### src/rtl/keypad_pkg.sv
// Shared definitions for the 3x4 membrane keypad emulator: key codes,
// row/column encodings, FSM states and the key-code to matrix position map.
package keypad_pkg;

    localparam logic [3:0] KEY_STAR = 4'hA;
    localparam logic [3:0] KEY_HASH = 4'hB;

    typedef enum logic [1:0] {
        ROW_B = 2'd0,
        ROW_G = 2'd1,
        ROW_F = 2'd2,
        ROW_D = 2'd3
    } row_e;

    typedef enum logic [1:0] {
        COL_C = 2'd0,
        COL_A = 2'd1,
        COL_E = 2'd2
    } col_e;

    typedef enum logic [1:0] {
        ST_IDLE       = 2'd0,
        ST_BOUNCE_IN  = 2'd1,
        ST_HOLD       = 2'd2,
        ST_BOUNCE_OUT = 2'd3
    } state_e;

    typedef enum logic {
        PH_IN  = 1'b0,
        PH_OUT = 1'b1
    } phase_e;

    typedef struct packed {
        logic valid;
        row_e row;
        col_e col;
    } key_loc_t;

    // Matrix position of a key; valid=0 for codes outside the 12-key set.
    function automatic key_loc_t key_to_rowcol(input logic [3:0] code);
        key_loc_t loc;
        loc.valid = 1'b1;
        loc.row   = ROW_B;
        loc.col   = COL_C;
        case (code)
            4'h1:     begin loc.row = ROW_B; loc.col = COL_C; end
            4'h2:     begin loc.row = ROW_B; loc.col = COL_A; end
            4'h3:     begin loc.row = ROW_B; loc.col = COL_E; end
            4'h4:     begin loc.row = ROW_G; loc.col = COL_C; end
            4'h5:     begin loc.row = ROW_G; loc.col = COL_A; end
            4'h6:     begin loc.row = ROW_G; loc.col = COL_E; end
            4'h7:     begin loc.row = ROW_F; loc.col = COL_C; end
            4'h8:     begin loc.row = ROW_F; loc.col = COL_A; end
            4'h9:     begin loc.row = ROW_F; loc.col = COL_E; end
            KEY_STAR: begin loc.row = ROW_D; loc.col = COL_C; end
            4'h0:     begin loc.row = ROW_D; loc.col = COL_A; end
            KEY_HASH: begin loc.row = ROW_D; loc.col = COL_E; end
            default:  loc.valid = 1'b0;
        endcase
        return loc;
    endfunction

endpackage

### src/rtl/kp_bounce_gen.sv
// Segment timer for one contact-bounce phase: counts cycles per segment and
// segments per phase, and predicts the contact level for the next cycle.
module kp_bounce_gen
    import keypad_pkg::*;
#(
    parameter int unsigned BOUNCE_PERIOD  = 3,
    parameter int unsigned BOUNCE_TOGGLES = 4
) (
    input  logic clk_i,
    input  logic rst_i,
    input  logic start_i,
    input  logic run_i,
    input  logic phase_i,
    output logic phase_end_c_o,
    output logic next_lvl_c_o
);

    localparam int unsigned CNT_W = $clog2(BOUNCE_PERIOD) + 1;
    localparam int unsigned SEG_W = $clog2(BOUNCE_TOGGLES) + 1;

    logic [CNT_W-1:0] cnt_q, cnt_d;
    logic [SEG_W-1:0] seg_q, seg_d;
    logic             seg_end_c;
    logic             next_odd_c;

    // Even segments close the contact on the way in and open it on the way out.
    always_comb begin
        seg_end_c     = (cnt_q == CNT_W'(BOUNCE_PERIOD - 1));
        phase_end_c_o = seg_end_c && (seg_q == SEG_W'(BOUNCE_TOGGLES - 1));
        next_odd_c    = seg_end_c ? ~seg_q[0] : seg_q[0];
        next_lvl_c_o  = (phase_i == PH_OUT) ? next_odd_c : ~next_odd_c;

        cnt_d = cnt_q;
        seg_d = seg_q;
        if (start_i) begin
            cnt_d = '0;
            seg_d = '0;
        end else if (run_i) begin
            if (seg_end_c) begin
                cnt_d = '0;
                seg_d = seg_q + SEG_W'(1);
            end else begin
                cnt_d = cnt_q + CNT_W'(1);
            end
        end
    end

    always_ff @(posedge clk_i) begin
        if (rst_i) begin
            cnt_q <= '0;
            seg_q <= '0;
        end else begin
            cnt_q <= cnt_d;
            seg_q <= seg_d;
        end
    end

endmodule

### src/rtl/keypad_emulator.sv
// Far-end model of a 3x4 membrane keypad: presses one requested key with
// press/release bounce and returns row strobes on the matching column line.
module keypad_emulator
    import keypad_pkg::*;
#(
    parameter int unsigned HOLD_CYCLES    = 200,
    parameter int unsigned BOUNCE_PERIOD  = 3,
    parameter int unsigned BOUNCE_TOGGLES = 4
) (
    input  logic       CLK,
    input  logic       RST,
    input  logic       B,
    input  logic       G,
    input  logic       F,
    input  logic       D,
    input  logic       KEY_VALID,
    input  logic [3:0] KEY_CODE,
    output logic       A,
    output logic       C,
    output logic       E,
    output logic       BUSY,
    output logic       DONE,
    output logic       ERR
);

    localparam int unsigned HOLD_W    = $clog2(HOLD_CYCLES) + 1;
    localparam bit          NO_BOUNCE = (BOUNCE_TOGGLES == 0);

    state_e            state_q, state_d;
    logic [HOLD_W-1:0] hold_q, hold_d;
    logic              contact_q, contact_d;
    logic              done_q, done_d;
    logic              err_q, err_d;
    row_e              row_q, row_d;
    col_e              col_q, col_d;

    key_loc_t          req_loc_c;
    logic              accept_c;
    logic              hold_end_c;
    logic              phase_end_c;
    logic              next_lvl_c;
    logic              row_hit_c;

    always_comb begin
        req_loc_c  = key_to_rowcol(KEY_CODE);
        accept_c   = (state_q == ST_IDLE) && KEY_VALID && req_loc_c.valid;
        hold_end_c = (hold_q == HOLD_W'(HOLD_CYCLES - 1));
    end

    kp_bounce_gen #(
        .BOUNCE_PERIOD (BOUNCE_PERIOD),
        .BOUNCE_TOGGLES(BOUNCE_TOGGLES)
    ) u_bounce (
        .clk_i        (CLK),
        .rst_i        (RST),
        .start_i      (state_d != state_q),
        .run_i        ((state_q == ST_BOUNCE_IN) || (state_q == ST_BOUNCE_OUT)),
        .phase_i      (state_q == ST_BOUNCE_OUT),
        .phase_end_c_o(phase_end_c),
        .next_lvl_c_o (next_lvl_c)
    );

    always_ff @(posedge CLK) begin
        if (RST) begin
            state_q <= ST_IDLE;
        end else begin
            state_q <= state_d;
        end
    end

    always_comb begin
        state_d = state_q;
        case (state_q)
            ST_IDLE: begin
                if (accept_c) state_d = NO_BOUNCE ? ST_HOLD : ST_BOUNCE_IN;
            end
            ST_BOUNCE_IN: begin
                if (phase_end_c) state_d = ST_HOLD;
            end
            ST_HOLD: begin
                if (hold_end_c) state_d = NO_BOUNCE ? ST_IDLE : ST_BOUNCE_OUT;
            end
            ST_BOUNCE_OUT: begin
                if (phase_end_c) state_d = ST_IDLE;
            end
            default: state_d = ST_IDLE;
        endcase
    end

    // Next values of the contact, pulse outputs, key latches and hold timer.
    always_comb begin
        contact_d = 1'b0;
        done_d    = 1'b0;
        err_d     = 1'b0;
        row_d     = row_q;
        col_d     = col_q;
        hold_d    = '0;
        case (state_q)
            ST_IDLE: begin
                err_d = KEY_VALID && !req_loc_c.valid;
                if (accept_c) begin
                    contact_d = 1'b1;
                    row_d     = req_loc_c.row;
                    col_d     = req_loc_c.col;
                end
            end
            ST_BOUNCE_IN: begin
                contact_d = phase_end_c ? 1'b1 : next_lvl_c;
            end
            ST_HOLD: begin
                contact_d = !hold_end_c;
                done_d    = hold_end_c && NO_BOUNCE;
                if (!hold_end_c) hold_d = hold_q + HOLD_W'(1);
            end
            ST_BOUNCE_OUT: begin
                contact_d = phase_end_c ? 1'b0 : next_lvl_c;
                done_d    = phase_end_c;
            end
            default: ;
        endcase
    end

    always_ff @(posedge CLK) begin
        if (RST) begin
            hold_q    <= '0;
            contact_q <= 1'b0;
            done_q    <= 1'b0;
            err_q     <= 1'b0;
            row_q     <= ROW_B;
            col_q     <= COL_C;
        end else begin
            hold_q    <= hold_d;
            contact_q <= contact_d;
            done_q    <= done_d;
            err_q     <= err_d;
            row_q     <= row_d;
            col_q     <= col_d;
        end
    end

    // Passive matrix path: no register between strobe and column return.
    always_comb begin
        row_hit_c = 1'b0;
        case (row_q)
            ROW_B:   row_hit_c = B;
            ROW_G:   row_hit_c = G;
            ROW_F:   row_hit_c = F;
            ROW_D:   row_hit_c = D;
            default: row_hit_c = 1'b0;
        endcase
        A = contact_q && row_hit_c && (col_q == COL_A);
        C = contact_q && row_hit_c && (col_q == COL_C);
        E = contact_q && row_hit_c && (col_q == COL_E);
    end

    assign BUSY = (state_q != ST_IDLE);
    assign DONE = done_q;
    assign ERR  = err_q;

endmodule

### config.mk
export PLATFORM = sky130hd
export DESIGN_NAME = keypad_emulator
export DESIGN_NICKNAME = d
export VERILOG_FILES = /design/src/rtl/keypad_pkg.sv /design/src/rtl/kp_bounce_gen.sv /design/src/rtl/keypad_emulator.sv
export SDC_FILE = /design/constraint.sdc
export NUM_CORES = 1
export LEC_CHECK = 0
export CAP_MARGIN = 20
export CORE_MARGIN = 2
export CORE_UTILIZATION = 57
export DETAILED_ROUTE_END_ITERATION = 10
export GPL_ROUTABILITY_DRIVEN = 0
export PLACE_DENSITY_LB_ADDON = 0.1
export SKIP_CTS_REPAIR_TIMING = 1
export SYNTH_ARGS = -nofsm -noshare
export SYNTH_HDL_FRONTEND = slang
export SYNTH_SLANG_ARGS = --single-unit
export TNS_END_PERCENT = 10
### constraint.sdc
create_clock -name CLK -period 4.4 [get_ports CLK]
set_input_delay 0.66 -clock CLK [delete_from_list [all_inputs] [get_ports CLK]]
set_output_delay 0.66 -clock CLK [all_outputs]
set_load 0.02 [all_outputs]
==> After elaboration in Yosys (flattened, before gate mapping) <==
Index checks and enable logic that the tools add are counted.
W data, S select, Z words.
{ "word_totals": {"rom_bits": 0, "wordCells": 78, "output_inout_bits": 6, "mem_count": 0, "in_bits": 11, "latch_bits": 0, "register_bits": 24, "ramBits": 0} }
{ "op_classes": {"n_bitwise": 5, "div": 0, "addsub": 3, "order_cmp": 0, "reduce_logical": 23, "mux": 15, "n_eq_ne": 23, "mul": 0, "shifts": 0} }
{ "ops": {"columns": ["operator", "n"], "rows": [
  ["$pmux W4 S11", 1],
  ["$eq A4 B3 Y1 const B", 4],
  ["$eq A4 B4 Y1 const B", 4],
  ["$reduce_or A12 Y1", 1],
  ["$eq A2 B2 Y1 const B", 5],
  ["$add A9 B1 Y9 const B", 1],
  ["$eq A9 B8 Y1 const B", 1],
  ["$eq A4 B2 Y1 const B", 2],
  ["$logic_and A1 B1 Y1", 8],
  ["$mux W2", 4],
  ["$pmux W1 S4", 2],
  ["$pmux W2 S4", 1],
  ["$add A3 B1 Y3 const B", 2],
  ["$eq A2 B1 Y1 const B", 3],
  ["$eq A3 B2 Y1 const B", 2],
  ["$logic_not A2 Y1", 3],
  ["$mux W1", 6],
  ["$reduce_or A2 Y1", 3],
  ["$not A1 Y1", 5],
  ["$eq A4 B1 Y1 const B", 1],
  ["$logic_not A4 Y1", 1],
  ["$reduce_and A2 Y1", 2],
  ["$mux W3", 1],
  ["$reduce_or A3 Y1", 1],
  ["4 further kinds", 5]
]} }

==> Logic depth before layout (Yosys ltp) <==
{ "logic_depth": {"ltp_word": 8, "ltp_mapped": 5} }

==> Hierarchy <==
A second synthesis with hierarchy kept.
{ "unflattened": {"hier_cells": 133, "hier_area_um2": 1208.7} }
{ "modules_own_cells": {"columns": ["module", "instances", "cells_per_inst", "area_per_inst_um2"], "rows": [
  ["keypad_emulator", 1, 101, 894.6],
  ["kp_bounce_gen", 1, 32, 314.1]
]} }

==> Worst setup path after synthesis <==
Ideal clock, no wire load.
{ "synth_timing": {"path_type": "in2out", "start": "in G", "end": "out A", "path_stages": 3, "slack_ns": 2.254, "n_path_buf": 0, "arrival_time_ns": 1.486, "t_required_ns": 3.740, "path_cell_list": "mux4_2 > nand2_1 > nor3b_1"} }
{ "synth_between": {"elab_chain_len": 3} }
{ "synth_lines": {"columns": ["item", "line", "rtl"], "rows": [
  ["start, declared", "keypad_emulator.sv:13", "input logic G,"],
  ["$pmux W1 S4", "keypad_emulator.sv:144", "case (row_q)"],
  ["$logic_and A1 B1 Y1 (2 in series)", "keypad_emulator.sv:151", "A = contact_q && row_hit_c && (col_q == COL_A);"],
  ["end, declared", "keypad_emulator.sv:18", "output logic A,"]
]} }
No other way between the ends.

==> Worst setup path in the final report <==
Ends and elaborated chain as after synthesis.

==> impl_metrics.tcl <==
set metrics [dict create \
    drt_iter0_drc 20 \
    number_of_enable_flip_flop_cells_after_synthesis 0 \
    synth_seq_cells 24 \
    gr-usage-all-layers 0.210 \
    grt_setup_unrepaired "no" \
    grt_overflow 0 \
    setup-tns-final_ns 0 \
    synth_sequential_area_ratio 0.379 \
    areaGrowthSynthToFinish_pct 13.2 \
    detail-route-antenna-nets 0 \
    route.detailed.vias_per_inst 5.95 \
    switchingPower_w 0.0000932 \
    numClockSinks 24 \
    tritoncts.num_buffers 3 \
    antenna_cells 0 \
    crit_arrival_ns 2.26 \
    worst-path-max-fanout 3 \
    kind_of_start_point_of_the_critical_path "input port" \
    hold_path_start "hold_q[0]" \
    critical_path.endpoint_type "output port" \
    clkLatencyLatePin_ns 0.31 \
    chipWidth_um 51.2 \
    nets 166 \
    power.static_leakage_nw 0.481 \
    relSlewSlack 0.482 \
    floorplan.rows 17 \
    fin_crit_ns 2.92 \
    drt_first_pass_iters 4 \
    async_reset_ff_frac 0 \
    r2r-end "u_bounce.seg_q[1]" \
    postSynthAreaPerCell_um2 9.18 \
    clk_path_buf_depth 2 \
    syn_nets 152 \
    design.die.area_mm2 0.00262 \
    final.hold.worst_slack_ns 0.462 \
    routed-via-count 1065 \
    hold_viol 0 \
    skew_ns 0.00377 \
    min_delay_path_depth 1 \
    cts_tree "built" \
    place.detailed.hpwl_mm 1.82 \
    grt_first_pass_wirelength_mm 4.16 \
    rrSetupSlack_ns 2.62 \
    internal_power_w 0.000300 \
    finalWirelength_mm 2.44 \
    cp.required_ns 3.74 \
    maximum_number_of_pins_on_one_net_before_global_route_repair 16 \
    initial_core_util 0.590 \
    vdd_ir_drop_max_uv 184 \
    transition_time_at_the_pin_with_the_least_slew_margin_ns 0.775 \
    cts.clk_slew.worst_paths_ns 0.12 \
    layout_commonest_cell "dfxtp_1" \
    worst-r2r-cell-count 4 \
    floorplan.die.height_um 51.2 \
    hold_path_class "reg -> reg" \
    setup_violations 0 \
    post_route_cells_drive_above_1_share 0.0795 \
    first_global_vias 1002 \
    initial_antenna_violation_count 0 \
    maxCapViolations 0 \
    avgRoutedWirePerCell_um 13.6 \
    timing_max_transition_violations_final 0 \
    reg2reg_from "state_q[0]" \
    whs_endpoint "hold_q[0]" \
    ctsHtreeMaxLevel 1 \
    fmaxAchievable_mhz 342 \
    share_seq_of_total_power 0.589 \
    number_of_warnings_printed_during_yosys_synthesis 0 \
    most-common-layout-cells "dfxtp_1, clkdlybuf4s50_1, a21oi_1" \
    cellPowerDensity_mw_per_mm2 274 \
    critical_path_class "in -> out" \
    number_of_filler_cells_placed_in_the_layout 197 \
    pwr-share-clk 0.290 \
    coreArea_mm2 0.00215 \
    combPwrFrac 0.122 \
    drc 0 \
    yosysUniqueCellTypes 41 \
    power_switching_share 0.237 \
    synth_top_flop_cell "dfxtp_1" \
    design.portCount 17 \
    io_buffer_count 16 \
    utilization_of_the_core_after_routing 0.668 \
    period_share 0.664 \
    cts_root_buffer "clkbuf_4" \
    outcome "completed" \
    netlist_area_mm2 0.00127 \
    syn-instance-count 138 \
]
cell type report:
class	count	area (µm²)	share of cell area
Clock buffer	4	36.3	0.0253
Timing Repair Buffer	17	165	0.115
Tap cell	28	35.0	0.0244
Multi-Input combinational cell	101	699	0.487
Inverter	5	18.8	0.0131
Sequential cell	24	480	0.335
power by group through the flow:
stage	Combinational (W)	Clock (W)	Sequential (W)
after floorplan	0.0000372	0	0.000232
after global placement	0.0000463	0	0.000236
after detailed placement	0.0000476	0	0.000236
after CTS	0.0000480	0.000118	0.000231
after global routing	0.0000523	0.000122	0.000233
final	0.0000479	0.000114	0.000231
state kept, by name, indices dropped and copies added, names as in the netlist:
name / cells
u_bounce.seg_q: 3
ERR: 1
DONE: 1
hold_q: 9
contact_q: 1
u_bounce.cnt_q: 3
row_q: 2
state_q: 2
col_q: 2
routing by layer:
| layer | global-route usage | wire [µm] |
|---|---|---|
| met5 | 0 | 0 |
| met4 | 0.0405 | 9 |
| met3 | 0.0526 | 99 |
| met2 | 0.403 | 1270 |
| met1 | 0.231 | 1060 |
critical path, stage by stage:
cell and delay (ns):
clkdlybuf4s50_1 0.46, mux4_2 0.22, nand2_1 0.08, nor3b_1 0.21, clkdlybuf4s50_1 0.63
synth_stat cells (2+ instances only):
library cell | instances | share of area
a21boi_0 | 2 | 0.012
mux2i_1 | 6 | 0.047
nand2_1 | 6 | 0.018
a21oi_1 | 10 | 0.039
a211oi_1 | 2 | 0.012
nand3_1 | 6 | 0.024
nor3_1 | 9 | 0.036
nor4b_1 | 2 | 0.014
and3_1 | 2 | 0.0099
inv_1 | 5 | 0.015
dfxtp_1 | 24 | 0.38
nand4_1 | 3 | 0.015
nor4_1 | 3 | 0.015
nor3b_1 | 5 | 0.030
nor4bb_1 | 3 | 0.024
or3_1 | 4 | 0.020
xnor2_1 | 2 | 0.014
xor2_1 | 3 | 0.021
o21ai_0 | 5 | 0.020
ha_1 | 3 | 0.030
nor2_1 | 9 | 0.027
clkbuf_1 | 4 | 0.012
clkbuf_8 | 2 | 0.022
cell families (layout without fill, tap and decap cells):
kind of cell	Yosys count	after routing	share of synthesized area
DFF	24	24	0.379
xor gates and xnor gates	5	5	0.0346
buffers and inverters	13	26	0.0691
and+or+nand+nor	59	59	0.287
muxes	7	7	0.0652
adders and majority gates	3	3	0.0296
AOI/OAI and AO/OA	27	27	0.135
per-stage QoR:
stage	total power [W]	instance area [µm²]	setup WS, ns	cells
final	0.000393	1440	1.48	179
after global routing	0.000407	1440	1.36	179
after CTS	0.000397	1430	1.47	178
after detailed placement	0.000284	1390	1.48	174
after global placement	0.000282	1390	1.53	174
after floorplan	0.000270	1270	2.25	138
worst max path at each step:
stage | start | endpoint | slack, ns | depth (start not counted)
after floorplan | G | A | 2.25 | 3
after global placement | G | A | 1.53 | 5
after detailed placement | G | A | 1.48 | 5
after CTS | G | A | 1.47 | 5
after global routing | G | A | 1.36 | 5
final | G | A | 1.48 | 5
Power figures use the tool's default switching activity.
==> edit, RTL diff (config.mk and constraints unchanged) <==
`BOUNCE_PERIOD` is set to 3 in 2 places; all go to 2.
--- a/src/rtl/kp_bounce_gen.sv
+++ b/src/rtl/kp_bounce_gen.sv
@@ -3,7 +3,7 @@
 module kp_bounce_gen
     import keypad_pkg::*;
 #(
-    parameter int unsigned BOUNCE_PERIOD  = 3,
+    parameter int unsigned BOUNCE_PERIOD  = 2,
     parameter int unsigned BOUNCE_TOGGLES = 4
 ) (
     input  logic clk_i,
--- a/src/rtl/keypad_emulator.sv
+++ b/src/rtl/keypad_emulator.sv
@@ -4,7 +4,7 @@
     import keypad_pkg::*;
 #(
     parameter int unsigned HOLD_CYCLES    = 200,
-    parameter int unsigned BOUNCE_PERIOD  = 3,
+    parameter int unsigned BOUNCE_PERIOD  = 2,
     parameter int unsigned BOUNCE_TOGGLES = 4
 ) (
     input  logic       CLK,
Behaviour: not the same (a bounded check fails within 4 cycles, from zero or initial values and one cycle with RST high).
==> edit against the unedited design <==
- worst setup slack worse by 0.0025 ns
- power fell by 6.9%
- cell area decreased by 6.8%
- area after synthesis decreased by 9.7%
- sequential cell count fell by 1
- via count is 16% lower
- routed wire length shrank 24%
- non-clock buffer count down 1
- critical path type unchanged
==> edit: results <==
metrics = {
    "layout": {
        "reg.largest.list": "hold_q x9, u_bounce.seg_q x3",
        "antenna_cells": 0,
        "num-fill-cells": 167,
        "layout-drive-gt1-share_pct": 9.29,
        "fin_nets": 155,
    },
    "power_and_ir_drop": {
        "leakagePower_nw": 0.484,
        "ir_drop_mv": 0.196,
    },
    "global_routing": {
        "grt_util_all_layers_pct": 18.2,
        "antenna_found_initial": 0,
        "grt_max_degree": 14,
        "grt_pass1_vias": 855,
        "grt_pass1_wl_microns": 3510,
    },
    "logic_synthesis": {
        "ys_seq_area_share_pct": 40.2,
        "synthesis.nets": 139,
        "synthFlopType": "dfxtp_1",
        "synth_cell_types": 43,
        "yosys-top-cells-area": "dfxtp_1 (40%), nor2_1 (7.5%), xor2_1 (5.4%), ha_1 (3.3%), mux2i_1 (2.6%)",
        "yosysWarnings": 0,
        "async_flop_share_pct": 0,
        "netlist_top_cells_count": "dfxtp_1 (23), nor2_1 (23), nand2_1 (7), xor2_1 (7), nand3_1 (5)",
    },
    "setup_path": {
        "cp_max_fo": 3,
        "worst_ep_arrival_time_ns": 2.26,
    },
    "timing": {
        "relSlewSlack_pct": 70.5,
        "clock_skew_ns": 0.00557,
    },
    "clocking": {
        "cts_buffer_depth": 2,
        "clkTransAtPathRegs_ns": 0.13,
        "htree_levels": 1,
        "ctsRootBufferMaster": "clkbuf_4",
        "numCtsBuffers": 3,
        "clock_latency_ns": 0.31,
    },
    "routing": {
        "drtIter0Drc": 4,
        "firstDrtPassIters": 4,
        "routed_wirelength_microns": 1850,
        "drc": 0,
        "vias_per_cell": 5.35,
    },
    "placed_design": {
        "hpwl_microns": 1450,
        "portBuffers": 16,
        "post-place-ws_ns": 1.46,
    },
    "worst_hold_path": {
        "min_path_type": "flop to flop",
    },
    "status": {
        "status": "complete, no violations",
    },
}
[edit: cell count changes in the layout (fill, tap and decap cells not counted), sizes merged, moves of 3 or more]
cell	change
nor3	-7
nor2	+14
nor4	-3
a21oi	-9
nor4bb	-3
or3	-4
xor2	+4
o21ai	-3
mux2i	-3
[edit: logic make-up after synthesis]
logic type	Yosys count	synth area share, %
AND/OR/NAND/NOR	63	30.5
flip-flops	23	40.2
AO/OA/AOI/OAI	15	11.0
XOR/XNOR	9	6.89
buffers and inverters	8	3.50
multiplexers	4	4.59
adder cells (fa/ha/maj)	3	3.28
[edit: routing by layer]
layer	routed length (microns)	track usage, %
met1	875	22.4
met2	920	32.2
met3	55	3.37
met4	0	5.71
met5	0	0
[edit: area by class of cell]
cell class | count | area, sq um | area share, %
well taps | 27 | 33.8 | 2.53
repair buffers | 16 | 160 | 12.0
flip-flops and latches | 23 | 460 | 34.4
clock buffers | 3 | 22.5 | 1.68
clock inverters | 1 | 5.00 | 0.374
multi-input cells | 94 | 644 | 48.2
inverters | 3 | 11.3 | 0.842
[edit: worst max-delay path: stages]
cell and delay (ns):
clkdlybuf4s50_1 0.46, mux4_2 0.23, nand2_1 0.08, nor3b_1 0.20, clkdlybuf4s50_1 0.63
[edit: worst paths after layout]
kind                            slack [ns]  depth (start not counted)            startpoint                              to
worst max-delay path                  1.48                          5                     G                               E
worst max register to register        2.86                          4  hold_q[2]$_SDFF_PP0_  u_bounce.cnt_q[0]$_SDFFE_PP0N_
worst min register to register        0.50                          1  hold_q[0]$_SDFF_PP0_            hold_q[0]$_SDFF_PP0_
worst min-delay path                  0.50                          1  hold_q[0]$_SDFF_PP0_            hold_q[0]$_SDFF_PP0_
[edit: stage by stage]
step	hold slack, ns	instances	area (sq um)
after global placement	0.467	163	1310
after global routing	0.540	167	1340
after floorplan	0.442	125	1140
after CTS	0.502	167	1340
final	0.498	167	1340
after detailed placement	0.471	163	1310
[edit: report_power, final]
group          switching [mW]  total, mW  internal [mW]
sequential            0.00573      0.220          0.214
clock                  0.0632     0.0971         0.0339
combinational          0.0224     0.0490         0.0266
total                  0.0913      0.366          0.275
